File: config.mk
export PLATFORM = sky130hd
export DESIGN_NAME = mult_accum_seq_flat
export DESIGN_NICKNAME = d
export VERILOG_FILES = /design/src/rtl/mult_accum_seq_if.sv /design/src/rtl/mult_accum_seq.sv /design/src/flat_wrapper.sv
export SDC_FILE = /design/constraint.sdc
export NUM_CORES = 1
export LEC_CHECK = 0
export CAP_MARGIN = 20
export CORE_AREA = 5 5 90 92
export DETAILED_ROUTE_END_ITERATION = 8
export DIE_AREA = 0 0 95 97
export PLACE_DENSITY = 0.94
export SYNTH_ARGS = -nofsm -noshare
export SYNTH_HDL_FRONTEND = slang
export SYNTH_SLANG_ARGS = --single-unit
File: constraint.sdc
create_clock -name clk -period 3.78 [get_ports clk]
set_input_delay 0.756 -clock clk [delete_from_list [all_inputs] [get_ports clk]]
set_output_delay 0.756 -clock clk [all_outputs]
set_load 0.005 [all_outputs]
File: src/rtl/mult_accum_seq_if.sv
// Burst handshake, operand stream and result bundle between a burst
// requester (master) and the mult_accum sequencer (slave).
interface mult_accum_seq_if #(
    parameter int LEN_W = 5
) ();
    logic             seq_start;
    logic             seq_ready;
    logic [LEN_W-1:0] seq_len;
    logic             seq_clear;
    logic             seq_subtract;
    logic             seq_abort;
    logic             op_valid;
    logic             op_ready;
    logic [15:0]      op_a;
    logic [15:0]      op_b;
    logic             result_valid;
    logic [31:0]      result_data;
    logic             busy;

    modport master (
        output seq_start, seq_len, seq_clear, seq_subtract, seq_abort,
        output op_valid, op_a, op_b,
        input  seq_ready, op_ready, result_valid, result_data, busy
    );

    modport slave (
        input  seq_start, seq_len, seq_clear, seq_subtract, seq_abort,
        input  op_valid, op_a, op_b,
        output seq_ready, op_ready, result_valid, result_data, busy
    );
endinterface

File: src/rtl/mult_accum_seq.sv
// Sequencer/arbiter in front of the 16x16 signed MAC: runs dot-product bursts
// and merges single-cycle CPU accumulate/reset strobes, deferring them while busy.
module mult_accum_seq #(
    parameter int LEN_W = 5
) (
    input  logic        clk,
    input  logic        rst_n,
    input  logic [15:0] cpu_a,
    input  logic [15:0] cpu_b,
    input  logic        cpu_mult_enabled,
    input  logic        cpu_add_or_sub,
    input  logic        cpu_reset_accum,
    input  logic        cpu_accumulate,
    mult_accum_seq_if.slave bus,
    output logic [15:0] mac_a,
    output logic [15:0] mac_b,
    output logic        mac_mult_enabled,
    output logic        mac_reset_accum,
    output logic        mac_accumulate,
    output logic        mac_add_or_sub,
    input  logic [31:0] mac_result
);
    typedef enum logic [1:0] {
        ST_IDLE  = 2'd0,
        ST_CLEAR = 2'd1,
        ST_RUN   = 2'd2,
        ST_DONE  = 2'd3
    } state_t;

    localparam logic [LEN_W-1:0] LEN_ZERO = {LEN_W{1'b0}};
    localparam logic [LEN_W-1:0] LEN_ONE  = LEN_W'(1);

    state_t           state_q, state_d;
    logic [LEN_W-1:0] remain_q, remain_d;
    logic             sub_q, sub_d;
    logic             pend_reset_q, pend_reset_d;
    logic             pend_accum_q, pend_accum_d;
    logic [31:0]      result_q, result_d;

    logic pending_s, idle_free_s, accept_s;
    logic svc_reset_s, svc_accum_s, pr_after_s, pa_after_s;
    logic seq_ready_s, op_ready_s, result_valid_s, busy_s;
    logic [31:0] result_data_s;

    assign pending_s   = pend_reset_q | pend_accum_q;
    assign idle_free_s = (state_q == ST_IDLE) & ~pending_s;
    assign accept_s    = bus.seq_start & idle_free_s;
    // Deferred strobes drain one per IDLE cycle, reset first.
    assign svc_reset_s = (state_q == ST_IDLE) & pend_reset_q;
    assign svc_accum_s = (state_q == ST_IDLE) & ~pend_reset_q & pend_accum_q;
    assign pr_after_s  = pend_reset_q & ~svc_reset_s;
    assign pa_after_s  = pend_accum_q & ~svc_accum_s;

    // State and datapath registers with synchronous active-low reset
    always_ff @(posedge clk) begin
        if (!rst_n) begin
            state_q      <= ST_IDLE;
            remain_q     <= LEN_ZERO;
            sub_q        <= 1'b0;
            pend_reset_q <= 1'b0;
            pend_accum_q <= 1'b0;
            result_q     <= 32'd0;
        end else begin
            state_q      <= state_d;
            remain_q     <= remain_d;
            sub_q        <= sub_d;
            pend_reset_q <= pend_reset_d;
            pend_accum_q <= pend_accum_d;
            result_q     <= result_d;
        end
    end

    // Next-state, term counter and result capture
    always_comb begin
        state_d  = state_q;
        remain_d = remain_q;
        sub_d    = sub_q;
        result_d = result_q;
        case (state_q)
            ST_IDLE: begin
                if (accept_s) begin
                    remain_d = bus.seq_len;
                    sub_d    = bus.seq_subtract;
                    if (bus.seq_len == LEN_ZERO) begin
                        result_d = 32'd0;
                    end else begin
                        result_d = result_q;
                    end
                    if (bus.seq_clear) begin
                        state_d = ST_CLEAR;
                    end else if (bus.seq_len == LEN_ZERO) begin
                        state_d = ST_DONE;
                    end else begin
                        state_d = ST_RUN;
                    end
                end else begin
                    state_d = ST_IDLE;
                end
            end
            ST_CLEAR: begin
                if (bus.seq_abort) begin
                    state_d = ST_IDLE;
                end else if (remain_q == LEN_ZERO) begin
                    state_d = ST_DONE;
                end else begin
                    state_d = ST_RUN;
                end
            end
            ST_RUN: begin
                // An aborted handshake still feeds the MAC but is not counted.
                if (bus.seq_abort) begin
                    state_d = ST_IDLE;
                end else if (bus.op_valid) begin
                    remain_d = remain_q - LEN_ONE;
                    if (remain_q == LEN_ONE) begin
                        result_d = mac_result;
                        state_d  = ST_DONE;
                    end else begin
                        state_d = ST_RUN;
                    end
                end else begin
                    state_d = ST_RUN;
                end
            end
            ST_DONE: begin
                state_d = ST_IDLE;
            end
            default: begin
                state_d = ST_IDLE;
            end
        endcase
    end

    // Pending CPU strobe bookkeeping; a reset supersedes any queued accumulate
    always_comb begin
        if (idle_free_s) begin
            pend_reset_d = 1'b0;
            pend_accum_d = 1'b0;
        end else begin
            pend_reset_d = pr_after_s | cpu_reset_accum;
            if (cpu_reset_accum) begin
                pend_accum_d = 1'b0;
            end else begin
                pend_accum_d = pa_after_s | (cpu_accumulate & ~pr_after_s);
            end
        end
    end

    // MAC steering and status outputs; reset forces a held accumulator clear
    always_comb begin
        mac_a            = cpu_a;
        mac_b            = cpu_b;
        mac_mult_enabled = cpu_mult_enabled;
        mac_add_or_sub   = cpu_add_or_sub;
        mac_reset_accum  = 1'b0;
        mac_accumulate   = 1'b0;
        op_ready_s       = 1'b0;
        result_valid_s   = 1'b0;
        seq_ready_s      = idle_free_s;
        busy_s           = (state_q != ST_IDLE) | pending_s;
        result_data_s    = result_q;
        case (state_q)
            ST_IDLE: begin
                if (idle_free_s) begin
                    mac_reset_accum = cpu_reset_accum;
                    mac_accumulate  = cpu_accumulate & ~cpu_reset_accum;
                end else begin
                    mac_reset_accum = svc_reset_s;
                    mac_accumulate  = svc_accum_s;
                end
            end
            ST_CLEAR: begin
                mac_reset_accum = 1'b1;
            end
            ST_RUN: begin
                op_ready_s       = 1'b1;
                mac_a            = bus.op_a;
                mac_b            = bus.op_b;
                mac_mult_enabled = 1'b1;
                mac_add_or_sub   = sub_q;
                mac_accumulate   = bus.op_valid;
            end
            ST_DONE: begin
                result_valid_s = 1'b1;
            end
            default: begin
                mac_reset_accum = 1'b0;
            end
        endcase
        if (!rst_n) begin
            mac_a            = 16'd0;
            mac_b            = 16'd0;
            mac_mult_enabled = 1'b0;
            mac_add_or_sub   = 1'b0;
            mac_reset_accum  = 1'b1;
            mac_accumulate   = 1'b0;
            op_ready_s       = 1'b0;
            result_valid_s   = 1'b0;
            seq_ready_s      = 1'b0;
            busy_s           = 1'b0;
            result_data_s    = 32'd0;
        end else begin
            result_data_s = result_q;
        end
    end

    assign bus.seq_ready    = seq_ready_s;
    assign bus.op_ready     = op_ready_s;
    assign bus.result_valid = result_valid_s;
    assign bus.result_data  = result_data_s;
    assign bus.busy         = busy_s;
endmodule
File: src/flat_wrapper.sv
// flat-port wrapper written by rule: the top's interface ports become plain ports
module mult_accum_seq_flat 
#(
    parameter int LEN_W = 5
)
  (clk, rst_n, cpu_a, cpu_b, cpu_mult_enabled, cpu_add_or_sub, cpu_reset_accum, cpu_accumulate, mac_a, mac_b, mac_mult_enabled, mac_reset_accum, mac_accumulate, mac_add_or_sub, mac_result, bus_seq_start, bus_seq_len, bus_seq_clear, bus_seq_subtract, bus_seq_abort, bus_op_valid, bus_op_a, bus_op_b, bus_seq_ready, bus_op_ready, bus_result_valid, bus_result_data, bus_busy);
  mult_accum_seq_if #(.LEN_W(LEN_W)) bus_i ();
  input  logic clk;
  input  logic rst_n;
  input  logic [15:0] cpu_a;
  input  logic [15:0] cpu_b;
  input  logic cpu_mult_enabled;
  input  logic cpu_add_or_sub;
  input  logic cpu_reset_accum;
  input  logic cpu_accumulate;
  output logic [15:0] mac_a;
  output logic [15:0] mac_b;
  output logic mac_mult_enabled;
  output logic mac_reset_accum;
  output logic mac_accumulate;
  output logic mac_add_or_sub;
  input  logic [31:0] mac_result;
  input wire logic [$bits(bus_i.seq_start)-1:0] bus_seq_start;
  input wire logic [$bits(bus_i.seq_len)-1:0] bus_seq_len;
  input wire logic [$bits(bus_i.seq_clear)-1:0] bus_seq_clear;
  input wire logic [$bits(bus_i.seq_subtract)-1:0] bus_seq_subtract;
  input wire logic [$bits(bus_i.seq_abort)-1:0] bus_seq_abort;
  input wire logic [$bits(bus_i.op_valid)-1:0] bus_op_valid;
  input wire logic [$bits(bus_i.op_a)-1:0] bus_op_a;
  input wire logic [$bits(bus_i.op_b)-1:0] bus_op_b;
  output wire logic [$bits(bus_i.seq_ready)-1:0] bus_seq_ready;
  output wire logic [$bits(bus_i.op_ready)-1:0] bus_op_ready;
  output wire logic [$bits(bus_i.result_valid)-1:0] bus_result_valid;
  output wire logic [$bits(bus_i.result_data)-1:0] bus_result_data;
  output wire logic [$bits(bus_i.busy)-1:0] bus_busy;
  assign bus_i.seq_start = bus_seq_start;
  assign bus_i.seq_len = bus_seq_len;
  assign bus_i.seq_clear = bus_seq_clear;
  assign bus_i.seq_subtract = bus_seq_subtract;
  assign bus_i.seq_abort = bus_seq_abort;
  assign bus_i.op_valid = bus_op_valid;
  assign bus_i.op_a = bus_op_a;
  assign bus_i.op_b = bus_op_b;
  assign bus_seq_ready = bus_i.seq_ready;
  assign bus_op_ready = bus_i.op_ready;
  assign bus_result_valid = bus_i.result_valid;
  assign bus_result_data = bus_i.result_data;
  assign bus_busy = bus_i.busy;
  mult_accum_seq #(.LEN_W(LEN_W)) u_core (.clk(clk), .rst_n(rst_n), .cpu_a(cpu_a), .cpu_b(cpu_b), .cpu_mult_enabled(cpu_mult_enabled), .cpu_add_or_sub(cpu_add_or_sub), .cpu_reset_accum(cpu_reset_accum), .cpu_accumulate(cpu_accumulate), .bus(bus_i), .mac_a(mac_a), .mac_b(mac_b), .mac_mult_enabled(mac_mult_enabled), .mac_reset_accum(mac_reset_accum), .mac_accumulate(mac_accumulate), .mac_add_or_sub(mac_add_or_sub), .mac_result(mac_result));
endmodule
==> flow_summary.toml <==
[cells_and_area]
final_cells = 639
finalInstanceArea_um2 = 4610
diodes = 0
layout-drive-gt1-share = 0.0333
nNetsFinal = 654
syn_to_final_growth_pct = 75.9

[pwr]
p_comb_frac = 0.298
p_total_mw = 1.18
p_per_area_nw_per_um2 = 255
peakVddDrop_v = 0.000190
p_sw_uw = 293
pwr-share-seq = 0.398
p_int_uw = 883
p_leak_nw = 1.95
power_frac_clock = 0.305
swShare = 0.249

[hold_path]
min_path_type = "flop to flop"
holdPathStages = 2

[die]
die_area_um2 = 9220
initial_core_util = 0.367
io_pins = 184
rows = 31
dieWidth_um = 95
die_h_um = 97
coreArea_um2 = 7140

[cts]
cts.sinks = 42
cts_tree = "yes"
cts-root-buf = "clkbuf_8"
cts_resized = 0
clockBufferDepth = 2
clk_pin_slew_worst_paths_ns = 0.07
insertion_delay_ns = 0.29
ctsHtreeMaxLevel = 2
cts_buffers = 5
holdBufCountCts = 0
post-cts-setup-buffer-count = 0

[synth]
synth.distinct_cells = 36
syn_area_um2 = 2620
yosysSeqAreaShare = 0.321
async_flop_share = 0
yosysWarnings = 0
syn-num-nets = 484
synth_edf_count = 0
synth_ff_type = "dfxtp_1"
syn_inst = 370
synth_area_per_cell_um2 = 7.08
yosys_register_bits = 42

[route]
wl_per_cell_um = 13.7
routed_via_density = 4.65
drc = 0
vias = 2974
first_pass_iters = 4
drt-initial-drc-count = 109
ant_nets = 0
routed_wl_um = 8760

[timing]
fin_crit_ns = 3.12
finalSetupViolCount = 0
clock.fmax_ghz = 0.320
grt_setup_unrepaired = "false"
tightest_slew_ns = 0.640
maxSlewViolCount = 0
relSlewSlack = 0.574
setup-tns-final_ns = 0
hold_violations = 0
clock_skew_ns = 0.00745
fin_crit_sh = 0.826

[setup_path]
criticalPathCategory = "flop to output pin"
crit_arrival_ns = 2.37
ff2ff_path_depth = 5
cp-end-kind = "output pin"
critPathRequiredTime_ns = 3.02
start_kind = "flop"
crit_path_max_fanout = 38

[global_route]
track_usage = 0.182
grt_first_pass_wirelength_um = 13900
gr-total-overflow = 0
grt_max_degree = 43
antenna_found_initial = 0
grt_pass1_vias = 3018

[place]
placedInstanceArea_um2 = 4500
hpwlAfterDp_um = 6980
portBuffers = 183
place_inst = 632
gp_congestion = 0.823

[job]
cap_violations = 0

[status]
status = "finished clean"
[stage by stage]
| step | setup slack (ns) | hold WS (ns) | util |
|---|---|---|---|
| global route | 0.462 | 0.483 | 0.646 |
| global placement | 0.815 | 0.454 | 0.630 |
| floorplan | 1.44 | 0.443 | - |
| finish | 0.657 | 0.468 | 0.646 |
| CTS | 0.626 | 0.472 | 0.646 |
| detailed placement | 0.741 | 0.460 | 0.630 |
[cells in the final DEF, fill, tap and decap left out, drive strengths merged, types with 2 or more instances in the layout]
cell             n
nand2          140
o31ai            2
o21a             2
nand3            3
a21boi          36
or3              3
mux2i           32
clkdlybuf4s50  182
nor2             5
inv             36
dfxtp           42
clkbuf           6
nor4b            2
o21ai            8
a21oi            9
buf              7
nor2b            2
and2             4
nor4bb           2
ha               2
[flip-flops by register name, summed over array words and instances (netlist names)]
| register | flops |
|---|---|
| u_core.result_q | 32 |
| u_core.remain_q | 5 |
| u_core.state_q | 2 |
| u_core.pend_accum_q | 1 |
| u_core.pend_reset_q | 1 |
| u_core.sub_q | 1 |
[critical path, cell delays in order, from the launching register on]
cell	delay (ns)
dfxtp_1	0.61
nor2b_2	0.22
buf_4	0.35
nand2_1	0.11
a21boi_0	0.21
clkdlybuf4s50_1	0.56
[logic make-up after synthesis]
logic type	count (synthesis)	synth area share
muxes	32	0.122
and+or+nand+nor	168	0.274
xor gates and xnor gates	1	0.00334
adders and majority gates	2	0.00955
buffers and inverters	62	0.0984
AOI/OAI and AO/OA	63	0.171
DFF	42	0.321
[cell type report]
class                   count  area, um2
inverters                  36        135
repair buffers            189       1870
fillers                   610       2530
well taps                  99        124
multi-input cells         266       1520
flip-flops and latches     42        841
clock buffers               6       82.6
clock inverters             1       30.0
[cell usage after synthesis, types with 3 or more instances]
cell type	instances	area share
buf_6	3	0.013
buf_1	4	0.0057
a21boi_0	36	0.10
mux2i_1	32	0.12
nand3_1	3	0.0057
clkbuf_1	17	0.024
and2_1	4	0.0095
o21ai_0	8	0.015
inv_1	36	0.052
nor2_1	5	0.0072
a21oi_1	9	0.017
or3_1	3	0.0072
dfxtp_1	42	0.32
nand2_1	140	0.20
[per-layer routing]
metal / global-route usage / vias up / share of wire
met5: 0 / - / 0
met1: 0.182 / 1333 / 0.37
met2: 0.354 / 114 / 0.51
met4: 0.0377 / 0 / 0.012
li1: - / 1516 / -
met3: 0.0597 / 11 / 0.11
[path summary, 6_finish.rpt]
check | from | to | slack (ns)
worst max-delay path | u_core.state_q[1] | mac_b[12] | 0.66
worst min-delay path | u_core.result_q[4] | u_core.result_q[4] | 0.47
worst max register to register | u_core.state_q[1] | u_core.result_q[26] | 1.59
worst min register to register | u_core.result_q[4] | u_core.result_q[4] | 0.47
[power groups by stage]
stage	combinational (mW)	sequential (mW)	clock, mW
2_1_floorplan	0.144	0.471	0
5_1_grt	0.385	0.469	0.378
3_3_place_gp	0.344	0.477	0
4_1_cts	0.353	0.467	0.365
3_5_place_dp	0.351	0.478	0
6_report	0.350	0.467	0.358
(Power assumes the default switching activity.)
